### config.mk
export PLATFORM = sky130hd
export DESIGN_NAME = trace_capture_flat
export DESIGN_NICKNAME = d
export VERILOG_FILES = /design/src/rtl/trace_capture_if.sv /design/src/rtl/trace_capture.sv /design/src/flat_wrapper.sv
export SDC_FILE = /design/constraint.sdc
export NUM_CORES = 2
export LEC_CHECK = 0
export ABC_AREA = 0
export CAP_MARGIN = 5
export CORE_ASPECT_RATIO = 0.9
export CORE_MARGIN = 2
export CORE_UTILIZATION = 25
export DETAILED_ROUTE_END_ITERATION = 12
export PLACE_DENSITY = 0.47
export SYNTH_ARGS = -nofsm -noshare
export SYNTH_HDL_FRONTEND = slang
export SYNTH_SLANG_ARGS = --single-unit
### constraint.sdc
create_clock -name clk -period 28.9 [get_ports clk]
set_clock_uncertainty 0.15 [all_clocks]
set_input_delay 7.225 -clock clk [delete_from_list [all_inputs] [get_ports clk]]
set_output_delay 7.225 -clock clk [all_outputs]
set_load 0.02 [all_outputs]
### src/rtl/trace_capture_if.sv
// trace_capture_if: commit stream, trace read port and status bundle
// shared between a core-side producer/consumer and the trace capture buffer.
interface trace_capture_if #(
  parameter int XLEN  = 32,
  parameter int DEPTH = 16,
  parameter int CNT_W = 32
);
  localparam int CW = $clog2(DEPTH) + 1;

  // Commit stream from the core
  logic            commit_valid;
  logic [XLEN-1:0] commit_pc;
  logic [31:0]     commit_inst;
  logic            commit_wb_en;
  logic [4:0]      commit_wb_addr;
  logic [XLEN-1:0] commit_wb_data;
  logic            exit_in;

  // Trigger configuration
  logic            trig_en;
  logic [XLEN-1:0] trig_pc;

  // Show-ahead read port
  logic            rd_ready;
  logic            rd_valid;
  logic [XLEN-1:0] rd_pc;
  logic [31:0]     rd_inst;
  logic            rd_wb_en;
  logic [4:0]      rd_wb_addr;
  logic [XLEN-1:0] rd_wb_data;

  // Status
  logic [CW-1:0]    count;
  logic             overflow;
  logic [1:0]       state;
  logic [CNT_W-1:0] retire_cnt;

  modport master (
    output commit_valid, commit_pc, commit_inst, commit_wb_en, commit_wb_addr,
           commit_wb_data, exit_in, trig_en, trig_pc, rd_ready,
    input  rd_valid, rd_pc, rd_inst, rd_wb_en, rd_wb_addr, rd_wb_data,
           count, overflow, state, retire_cnt
  );

  modport slave (
    input  commit_valid, commit_pc, commit_inst, commit_wb_en, commit_wb_addr,
           commit_wb_data, exit_in, trig_en, trig_pc, rd_ready,
    output rd_valid, rd_pc, rd_inst, rd_wb_en, rd_wb_addr, rd_wb_data,
           count, overflow, state, retire_cnt
  );
endinterface

### src/rtl/trace_capture.sv
// trace_capture: circular buffer of retired-instruction records with a
// pc-match start trigger, freeze on core exit, and wrap or stop-on-full
// behaviour. Entries drain oldest-first through a show-ahead valid/ready port.
module trace_capture #(
  parameter int XLEN  = 32,
  parameter int DEPTH = 16,
  parameter bit WRAP  = 1'b1,
  parameter int CNT_W = 32
) (
  input logic            clk,
  input logic            rst_n,
  trace_capture_if.slave bus
);
  localparam int AW = $clog2(DEPTH);
  localparam int CW = AW + 1;

  typedef enum logic [1:0] {
    S_IDLE    = 2'd0,
    S_CAPTURE = 2'd1,
    S_FROZEN  = 2'd2
  } state_e;

  typedef struct packed {
    logic [XLEN-1:0] pc;
    logic [31:0]     inst;
    logic            wb_en;
    logic [4:0]      wb_addr;
    logic [XLEN-1:0] wb_data;
  } entry_t;

  entry_t           r_mem [DEPTH];
  state_e           r_state;
  logic [AW-1:0]    r_wr_ptr;
  logic [AW-1:0]    r_rd_ptr;
  logic [CW-1:0]    r_count;
  logic             r_overflow;
  logic [CNT_W-1:0] r_retire_cnt;

  logic   w_trig_fire;
  logic   w_push;
  logic   w_pop;
  logic   w_empty;
  logic   w_full;
  logic   w_lost;
  logic   w_write;
  logic   w_advance_rd;
  entry_t w_entry;
  entry_t w_head;

  // Trigger fires on a matching commit, or on any commit when the trigger is off
  assign w_trig_fire = bus.commit_valid && (!bus.trig_en || (bus.commit_pc == bus.trig_pc));
  // FROZEN never pushes; IDLE pushes only the triggering commit itself
  assign w_push  = bus.commit_valid &&
                   ((r_state == S_CAPTURE) || ((r_state == S_IDLE) && w_trig_fire));
  assign w_empty = (r_count == '0);
  assign w_full  = (r_count == CW'(DEPTH));
  assign w_pop   = !w_empty && bus.rd_ready;
  // A push into a full buffer with no pop loses either the oldest or the new entry
  assign w_lost       = w_push && w_full && !w_pop;
  assign w_write      = w_push && (!w_lost || WRAP);
  // The read pointer also moves when wrap mode overwrites the oldest entry
  assign w_advance_rd = w_pop || (w_lost && WRAP);

  assign w_entry = '{pc:      bus.commit_pc,
                     inst:    bus.commit_inst,
                     wb_en:   bus.commit_wb_en,
                     wb_addr: bus.commit_wb_addr,
                     wb_data: bus.commit_wb_data};

  // Entry storage: written on accepted pushes only
  // NOTE: the storage array has no reset; occupancy lives in r_count, so stale
  // contents are never visible and the array can map onto plain RAM.
  always_ff @(posedge clk) begin
    if (w_write) r_mem[r_wr_ptr] <= w_entry;
  end

  // Capture FSM: IDLE -> CAPTURE on trigger, IDLE/CAPTURE -> FROZEN on exit
  // NOTE: every clocked block uses non-blocking assignments so all registers
  // update from the same pre-edge values regardless of evaluation order.
  always_ff @(posedge clk or negedge rst_n) begin
    if (!rst_n) begin
      r_state <= S_IDLE;
    end else begin
      case (r_state)
        S_IDLE: begin
          if (bus.exit_in)  r_state <= S_FROZEN;
          else if (w_trig_fire) r_state <= S_CAPTURE;
        end
        S_CAPTURE: begin
          if (bus.exit_in) r_state <= S_FROZEN;
        end
        default: r_state <= S_FROZEN;
      endcase
    end
  end

  // Pointers, occupancy and sticky overflow flag
  always_ff @(posedge clk or negedge rst_n) begin
    if (!rst_n) begin
      r_wr_ptr   <= '0;
      r_rd_ptr   <= '0;
      r_count    <= '0;
      r_overflow <= 1'b0;
    end else begin
      if (w_write)      r_wr_ptr <= r_wr_ptr + AW'(1);
      if (w_advance_rd) r_rd_ptr <= r_rd_ptr + AW'(1);
      if (w_write && !w_advance_rd)      r_count <= r_count + CW'(1);
      else if (w_advance_rd && !w_write) r_count <= r_count - CW'(1);
      if (w_lost) r_overflow <= 1'b1;
    end
  end

  // Saturating count of retirements seen before the freeze
  always_ff @(posedge clk or negedge rst_n) begin
    if (!rst_n) begin
      r_retire_cnt <= '0;
    end else if (bus.commit_valid && (r_state != S_FROZEN) && (r_retire_cnt != '1)) begin
      r_retire_cnt <= r_retire_cnt + CNT_W'(1);
    end
  end

  // Head view reads as zero whenever the buffer is empty
  assign w_head = w_empty ? '0 : r_mem[r_rd_ptr];

  assign bus.rd_valid   = !w_empty;
  assign bus.rd_pc      = w_head.pc;
  assign bus.rd_inst    = w_head.inst;
  assign bus.rd_wb_en   = w_head.wb_en;
  assign bus.rd_wb_addr = w_head.wb_addr;
  assign bus.rd_wb_data = w_head.wb_data;
  assign bus.count      = r_count;
  assign bus.overflow   = r_overflow;
  assign bus.state      = r_state;
  assign bus.retire_cnt = r_retire_cnt;
endmodule
### src/flat_wrapper.sv
// flat-port wrapper written by rule: the top's interface ports become plain ports
module trace_capture_flat 
#(
  parameter int XLEN  = 32,
  parameter int DEPTH = 16,
  parameter bit WRAP  = 1'b1,
  parameter int CNT_W = 32
)
  (clk, rst_n, bus_commit_valid, bus_commit_pc, bus_commit_inst, bus_commit_wb_en, bus_commit_wb_addr, bus_commit_wb_data, bus_exit_in, bus_trig_en, bus_trig_pc, bus_rd_ready, bus_rd_valid, bus_rd_pc, bus_rd_inst, bus_rd_wb_en, bus_rd_wb_addr, bus_rd_wb_data, bus_count, bus_overflow, bus_state, bus_retire_cnt);
  trace_capture_if #(.XLEN(XLEN), .DEPTH(DEPTH), .CNT_W(CNT_W)) bus_i ();
  input logic clk;
  input logic rst_n;
  input wire logic [$bits(bus_i.commit_valid)-1:0] bus_commit_valid;
  input wire logic [$bits(bus_i.commit_pc)-1:0] bus_commit_pc;
  input wire logic [$bits(bus_i.commit_inst)-1:0] bus_commit_inst;
  input wire logic [$bits(bus_i.commit_wb_en)-1:0] bus_commit_wb_en;
  input wire logic [$bits(bus_i.commit_wb_addr)-1:0] bus_commit_wb_addr;
  input wire logic [$bits(bus_i.commit_wb_data)-1:0] bus_commit_wb_data;
  input wire logic [$bits(bus_i.exit_in)-1:0] bus_exit_in;
  input wire logic [$bits(bus_i.trig_en)-1:0] bus_trig_en;
  input wire logic [$bits(bus_i.trig_pc)-1:0] bus_trig_pc;
  input wire logic [$bits(bus_i.rd_ready)-1:0] bus_rd_ready;
  output wire logic [$bits(bus_i.rd_valid)-1:0] bus_rd_valid;
  output wire logic [$bits(bus_i.rd_pc)-1:0] bus_rd_pc;
  output wire logic [$bits(bus_i.rd_inst)-1:0] bus_rd_inst;
  output wire logic [$bits(bus_i.rd_wb_en)-1:0] bus_rd_wb_en;
  output wire logic [$bits(bus_i.rd_wb_addr)-1:0] bus_rd_wb_addr;
  output wire logic [$bits(bus_i.rd_wb_data)-1:0] bus_rd_wb_data;
  output wire logic [$bits(bus_i.count)-1:0] bus_count;
  output wire logic [$bits(bus_i.overflow)-1:0] bus_overflow;
  output wire logic [$bits(bus_i.state)-1:0] bus_state;
  output wire logic [$bits(bus_i.retire_cnt)-1:0] bus_retire_cnt;
  assign bus_i.commit_valid = bus_commit_valid;
  assign bus_i.commit_pc = bus_commit_pc;
  assign bus_i.commit_inst = bus_commit_inst;
  assign bus_i.commit_wb_en = bus_commit_wb_en;
  assign bus_i.commit_wb_addr = bus_commit_wb_addr;
  assign bus_i.commit_wb_data = bus_commit_wb_data;
  assign bus_i.exit_in = bus_exit_in;
  assign bus_i.trig_en = bus_trig_en;
  assign bus_i.trig_pc = bus_trig_pc;
  assign bus_i.rd_ready = bus_rd_ready;
  assign bus_rd_valid = bus_i.rd_valid;
  assign bus_rd_pc = bus_i.rd_pc;
  assign bus_rd_inst = bus_i.rd_inst;
  assign bus_rd_wb_en = bus_i.rd_wb_en;
  assign bus_rd_wb_addr = bus_i.rd_wb_addr;
  assign bus_rd_wb_data = bus_i.rd_wb_data;
  assign bus_count = bus_i.count;
  assign bus_overflow = bus_i.overflow;
  assign bus_state = bus_i.state;
  assign bus_retire_cnt = bus_i.retire_cnt;
  trace_capture #(.XLEN(XLEN), .DEPTH(DEPTH), .WRAP(WRAP), .CNT_W(CNT_W)) u_core (.clk(clk), .rst_n(rst_n), .bus(bus_i));
endmodule
# [Word level (Yosys, flattened, before mapping)]
# Memory sizes are Yosys's and may differ from the RTL's.
# Index checks and enable logic that the tools add are counted.
[op_classes] addsub=5 eq_ne=7 n_mux=9 n_reduce_logical=22
[op_table] operator="2-to-1 mux 102 bit" n=1
[op_table] operator="adder 32 x 1 -> 32 bit (second input constant)" n=1
[op_table] operator="equality test 32 bit" n=1
[op_table] operator="inequality test 32 bit (second input constant)" n=1
[op_table] operator="logical AND 1 bit" n=10
[op_table] operator="2-to-1 mux 5 bit" n=2
[op_table] operator="adder 4 x 1 -> 4 bit (second input constant)" n=2
[op_table] operator="2-to-1 mux 2 bit" n=3
[op_table] operator="adder 5 x 1 -> 5 bit (second input constant)" n=1
[op_table] operator="equality test 5 bit (second input constant)" n=1
[op_table] operator="logical NOT 1 bit" n=5
[op_table] operator="logical NOT 5 bit" n=1
[op_table] operator="subtractor 5 x 1 -> 5 bit (second input constant)" n=1
[op_table] operator="inequality test 2 bit (second input constant)" n=2
[op_table] operator="case mux 2 bit (2 select lines)" n=1
[op_table] operator="logical OR 1 bit" n=3
[op_table] operator="inequality test 3 x 2 -> 1 bit (second input constant)" n=1
[op_table] operator="equality test 2 x 1 -> 1 bit (second input constant)" n=1
[op_table] operator="logical NOT 2 bit" n=1
[op_table] operator="2-to-1 mux 1 bit" n=2
[op_table] operator="AND reduction 2 bit" n=1
[op_table] operator="nonzero test 2 bit" n=1
[word_totals] ff_bits=48 ram_bits=1632 out_inout_bits=143 elab_cells=50 memories=1
[memory_table] name="u_core.r_mem" words=16 width=102 read_ports=1 rd_clocked_by_memory_dff=0 wr=1 line="trace_capture.sv:31" text="entry_t r_mem [DEPTH];"

# [Logic depth before layout (Yosys ltp)]
[logic_depth] ltp_word=12 depth_mapped=15

# [Least setup slack after synthesis]
# No wires, ideal clock.
[synth_timing] kind="input to register" start="in bus_trig_pc[27]" end="mem u_core.r_mem[3][0] (netlist name) (enable)" arrival_ps=17925 t_required_ps=27937 path_slack_ps=10011 cell_stages=6 path_buffers=1 cell_sequence="xor2_1 nor4_1 and4_1 clkbuf_2 a21boi_1 nor4_1"
[synth_between] elab_chain_cells=8
[synth_rtl] item="start: declaration" line="flat_wrapper.sv:21" text="input wire logic [$bits(bus_i.trig_pc)-1:0] bus_trig_pc;"
[synth_rtl] item="equality test 32 bit" line="trace_capture.sv:51" text="assign w_trig_fire = bus.commit_valid && (!bus.trig_en || (bus.commit_pc == bus.trig_pc));"
[synth_rtl] item="logical OR 1 bit" line="trace_capture.sv:51"
[synth_rtl] item="logical AND 1 bit" line="trace_capture.sv:51"
[synth_rtl] item="logical AND 1 bit" line="trace_capture.sv:54" text="((r_state == S_CAPTURE) || ((r_state == S_IDLE) && w_trig_fire));"
[synth_rtl] item="logical OR 1 bit" line="trace_capture.sv:54"
[synth_rtl] item="logical AND 1 bit" line="trace_capture.sv:53" text="assign w_push = bus.commit_valid &&"
[synth_rtl] item="2-to-1 mux 1 bit" line="trace_capture.sv:74" text="if (w_write) r_mem[r_wr_ptr] <= w_entry;"
[synth_rtl] item="2-to-1 mux 1 bit (implied by the code)" line="trace_capture.sv:74"
[synth_rtl] item="end: declaration" line="trace_capture.sv:31"
# Every way passes these cells.

# [Worst setup path after layout]
[layout_timing] start="reg u_core.r_rd_ptr[0]" end="out bus_rd_wb_data[4]"
[layout_between] elab_chain_cells=2
[layout_rtl] item="start: declaration" line="trace_capture.sv:34" text="logic [AW-1:0] r_rd_ptr;"
[layout_rtl] item="start signal: assignment" line="trace_capture.sv:106" text="if (w_advance_rd) r_rd_ptr <= r_rd_ptr + AW'(1);"
[layout_rtl] item="memory (16 x 102 bit)"
[layout_rtl] item="2-to-1 mux 102 bit" line="trace_capture.sv:123" text="assign w_head = w_empty ? '0 : r_mem[r_rd_ptr];"
[layout_rtl] item="end: declaration" line="flat_wrapper.sv:28" text="output wire logic [$bits(bus_i.rd_wb_data)-1:0] bus_rd_wb_data;"
# Every way passes these cells.

==> metrics.txt <==
Worst Setup Start Kind flip-flop; TritonRoute pass-1 iters 5; Max clock buf depth 4; Worst Hold Class flip-flop to flip-flop; Synth async-reset ratio approximately 2.9%; Inserted Clock Buffers about 190; Syn Nets roughly 2900; number of flops mapped to enable cells by yosys approximately 1600; leakage 23.85 nW; Initial DRC Count 2385; final hold violation count 0; cell count after synthesis 2706; RR Startpoint u_core.bus.count[0]; HP Start u_core.bus.retire_cnt[13]; reg2reg setup slack roughly 25 ns; IO Pins between 200 and 300; share of cells above drive strength 1 about a quarter; sw frac between 20% and 30%; Die W 541.0 um; vias per cell between 4 and 5; grt total ovfl 0; Final Max Tran Viols 0; starting density of the core 25.12%; Vias roughly 30000; Net Sw Power 0.001952 W; crit end category output pin; number of global-route vias before repair around 32000; worst-skew pair later-pin latency approximately 0.85 ns; maxcap violations 0; min Tclk post-route about 14 ns; WP data required approximately 22 ns; Clock Sinks ~1700; H-tree levels 4; DIE AREA 263600 um2; Final #Nets around 3300; placed cell area just over 70000 um2; CP cell instances buf_4 -> buf_12 -> buf_4 -> mux4_2 -> mux4_2 -> and2_1 -> clkdlybuf4s50_1; antenna violations before repair 50; Power Dens Cells between 80 and 90 nW/um2; Layout Area Growth over Synthesis 20.02%; final setup TNS 0 ns; largest net degree at the start of global routing approximately 100; Fmax achieved between 0.07 and 0.08 GHz; Yosys cell types 54; Reg clk slew, reported paths about 0.060 ns; Hold EP u_core.bus.retire_cnt[13]; first-pass GRT wire length between 200 and 250 mm; GPL Wtd Cong around 0.7; CP arrival approximately 6.2 ns; WL/cell 26.29 um; Synthesis Warnings 0; max incr delay on CP 0.85 ns; slew at the pin closest to its max-slew limit approximately 1.1 ns; Core Area about 260000 um2; CP max FO 96; row cnt 177; Port Buffers ~280; period utilisation layout about 47%; hpwl dp ~93 mm; Post-Syn Area approximately 65000 um2; Resized Gates After CTS 0; clock network power share 33.2%; RSZ-0062 raised after global routing false; Residual DRC 0; sequential power share approximately two fifths; part of the Yosys area used for sequential elements just under 80%; Synth Register Bits approximately 1700; RR Endpoint u_core.bus.count[4]; hold depth 1; fin area between 70000 and 80000 um2; CTS tree yes; path depth of the worst reg2reg path 12; ANT nets after route 0; setup bufs post-CTS 0; internal cell power between 0.004 and 0.005 W; Critical-path top delay cell buf_4; main flop type after synthesis edfxtp_1; maximum vdd drop a little under 0.07 mV; Post-Syn Area per Cell approximately 24 um2; Die H between 400 and 500 um; Worst slew margin between 20% and 30%; CP Class flip-flop to output pin; Post-Route WL roughly 180 mm; # setup viols final 0; status finished clean; Clock Root Buffer clkbuf_16; GRT Resource Usage Total about an eighth; Post-CTS Hold Buffers 0; Comb pwr share between 20 and 30%; final core utilization between 30% and 40%
## registers in the layout, indices dropped and copies added (netlist names)
| signal | count |
|---|---|
| u_core.bus.count | 5 |
| u_core.bus.overflow | 1 |
| u_core.bus.retire_cnt | 32 |
| u_core.bus.state | 2 |
| u_core.r_mem | 1632 |
| u_core.r_rd_ptr | 4 |
| u_core.r_wr_ptr | 4 |
## metal layers
| layer | GRT usage [%] | share of wire [%] | up-vias |
|---|---|---|---|
| met5 | 0 | 0.15 | - |
| met4 | 4.483 | 3.6 | 42 |
| met3 | 3.239 | 6.1 | 321 |
| met2 | 20.91 | 47 | 810 |
| met1 | 17.45 | 43 | 16340 |
| li1 | - | - | 12410 |
## synth_stat cells (2+ instances only)
| library cell | count | share of area (%) |
|---|---|---|
| o211ai_1 | 4 | 0.046 |
| mux2_2 | 3 | 0.052 |
| clkbuf_1 | 67 | 0.39 |
| a21oi_1 | 3 | 0.023 |
| nor4_1 | 13 | 0.13 |
| ha_1 | 10 | 0.19 |
| edfxtp_1 | 1632 | 76 |
| nor3_1 | 25 | 0.19 |
| or4_1 | 2 | 0.023 |
| buf_2 | 36 | 0.28 |
| o311ai_0 | 2 | 0.027 |
| xnor2_1 | 21 | 0.28 |
| a211oi_1 | 2 | 0.023 |
| o21ai_0 | 6 | 0.046 |
| nand4_1 | 18 | 0.17 |
| nand2b_1 | 4 | 0.039 |
| nand2_1 | 26 | 0.15 |
| buf_1 | 13 | 0.075 |
| buf_6 | 6 | 0.10 |
| nor2_1 | 15 | 0.087 |
| nor3_4 | 2 | 0.050 |
| nor2b_1 | 5 | 0.048 |
| dfrtp_1 | 48 | 1.9 |
| nor2_2 | 2 | 0.019 |
| and2_1 | 104 | 1.0 |
| inv_1 | 11 | 0.064 |
| buf_4 | 13 | 0.15 |
| and4_1 | 4 | 0.054 |
| a21o_1 | 2 | 0.023 |
| xor2_1 | 48 | 0.65 |
| nand3_1 | 20 | 0.15 |
| mux4_2 | 510 | 18 |
| and3_1 | 8 | 0.077 |
## cell type report
class                      count  area, um2
antenna                        8      20.02
inverter                      12      52.55
tap                         3401       4255
sequential                  1680      50220
fill                       24930     180400
clock inverter               104      912.1
multi-input combinational    878      14060
clock buffer                 229       4922
timing repair buffer         353       3413
## cell usage in the layout, fill, tap and decap left out, drive strengths merged, types with 3 or more instances in the layout
master / n
nand2b: 4
mux2: 3
dfrtp: 48
nand2: 26
clkinvlp: 5
a21oi: 3
nor2b: 5
nand4: 19
nor4: 13
xor2: 48
bufinv: 13
buf: 72
clkbuf: 229
and2: 104
clkdlybuf4s50: 281
edfxtp: 1632
nand3: 20
o21ai: 7
o211ai: 4
nor3: 27
mux4: 510
ha: 10
diode: 8
nor2: 17
inv: 20
and4: 5
and3: 9
clkinv: 78
xnor2: 21
## kinds of logic after synthesis
logic type                 synth area share (%)
DFF                                       77.39
and+or+nand+nor                           2.303
AOI/OAI and AO/OA                        0.3182
buffers and inverters                     1.072
muxes                                     17.76
xor gates and xnor gates                 0.9316
adders and majority gates                0.2237
## per-stage QoR
step                total power (W)  setup WS (ns)  std cells  hold slack [ns]
floorplan                  0.003999          10.01       2706           0.4267
global placement           0.004736          15.77       6324           0.3630
detailed placement         0.004738          15.75       6324           0.3632
CTS                        0.007052          15.07       6657           0.3735
global route               0.007212          14.78       6661           0.3968
finish                     0.006913          15.37       6665           0.3756
## how the worst max path moves through the flow
stage / start / to / slack [ns] / cells after the start
2_1_floorplan: bus_trig_pc[27] / u_core.r_mem[3][0] / 10.01 / 6
3_3_place_gp: bus_commit_pc[30] / u_core.r_mem[6][60] / 15.77 / 9
3_5_place_dp: bus_commit_pc[30] / u_core.r_mem[6][64] / 15.75 / 9
4_1_cts: u_core.r_rd_ptr[0] / bus_rd_pc[15] / 15.07 / 7
5_1_grt: u_core.r_rd_ptr[0] / bus_rd_wb_data[4] / 14.78 / 7
6_report: u_core.r_rd_ptr[0] / bus_rd_wb_data[4] / 15.37 / 7
## power by group through the flow
stage	registers, W	logic [W]	clock network, W
finish	0.00272	0.00190	0.00229
global placement	0.00277	0.00196	0
detailed placement	0.00278	0.00196	0
CTS	0.00272	0.00197	0.00236
floorplan	0.00274	0.00126	0
global route	0.00272	0.00204	0.00245
## worst max-delay path, delay by kind of cell (launching register included)
family / cells / cell delay [ns]
muxes: 2 / 1.17
buffers and inverters: 4 / 2.80
DFF: 1 / 0.81
and+or+nand+nor: 1 / 0.21
(Power assumes the default switching activity.)
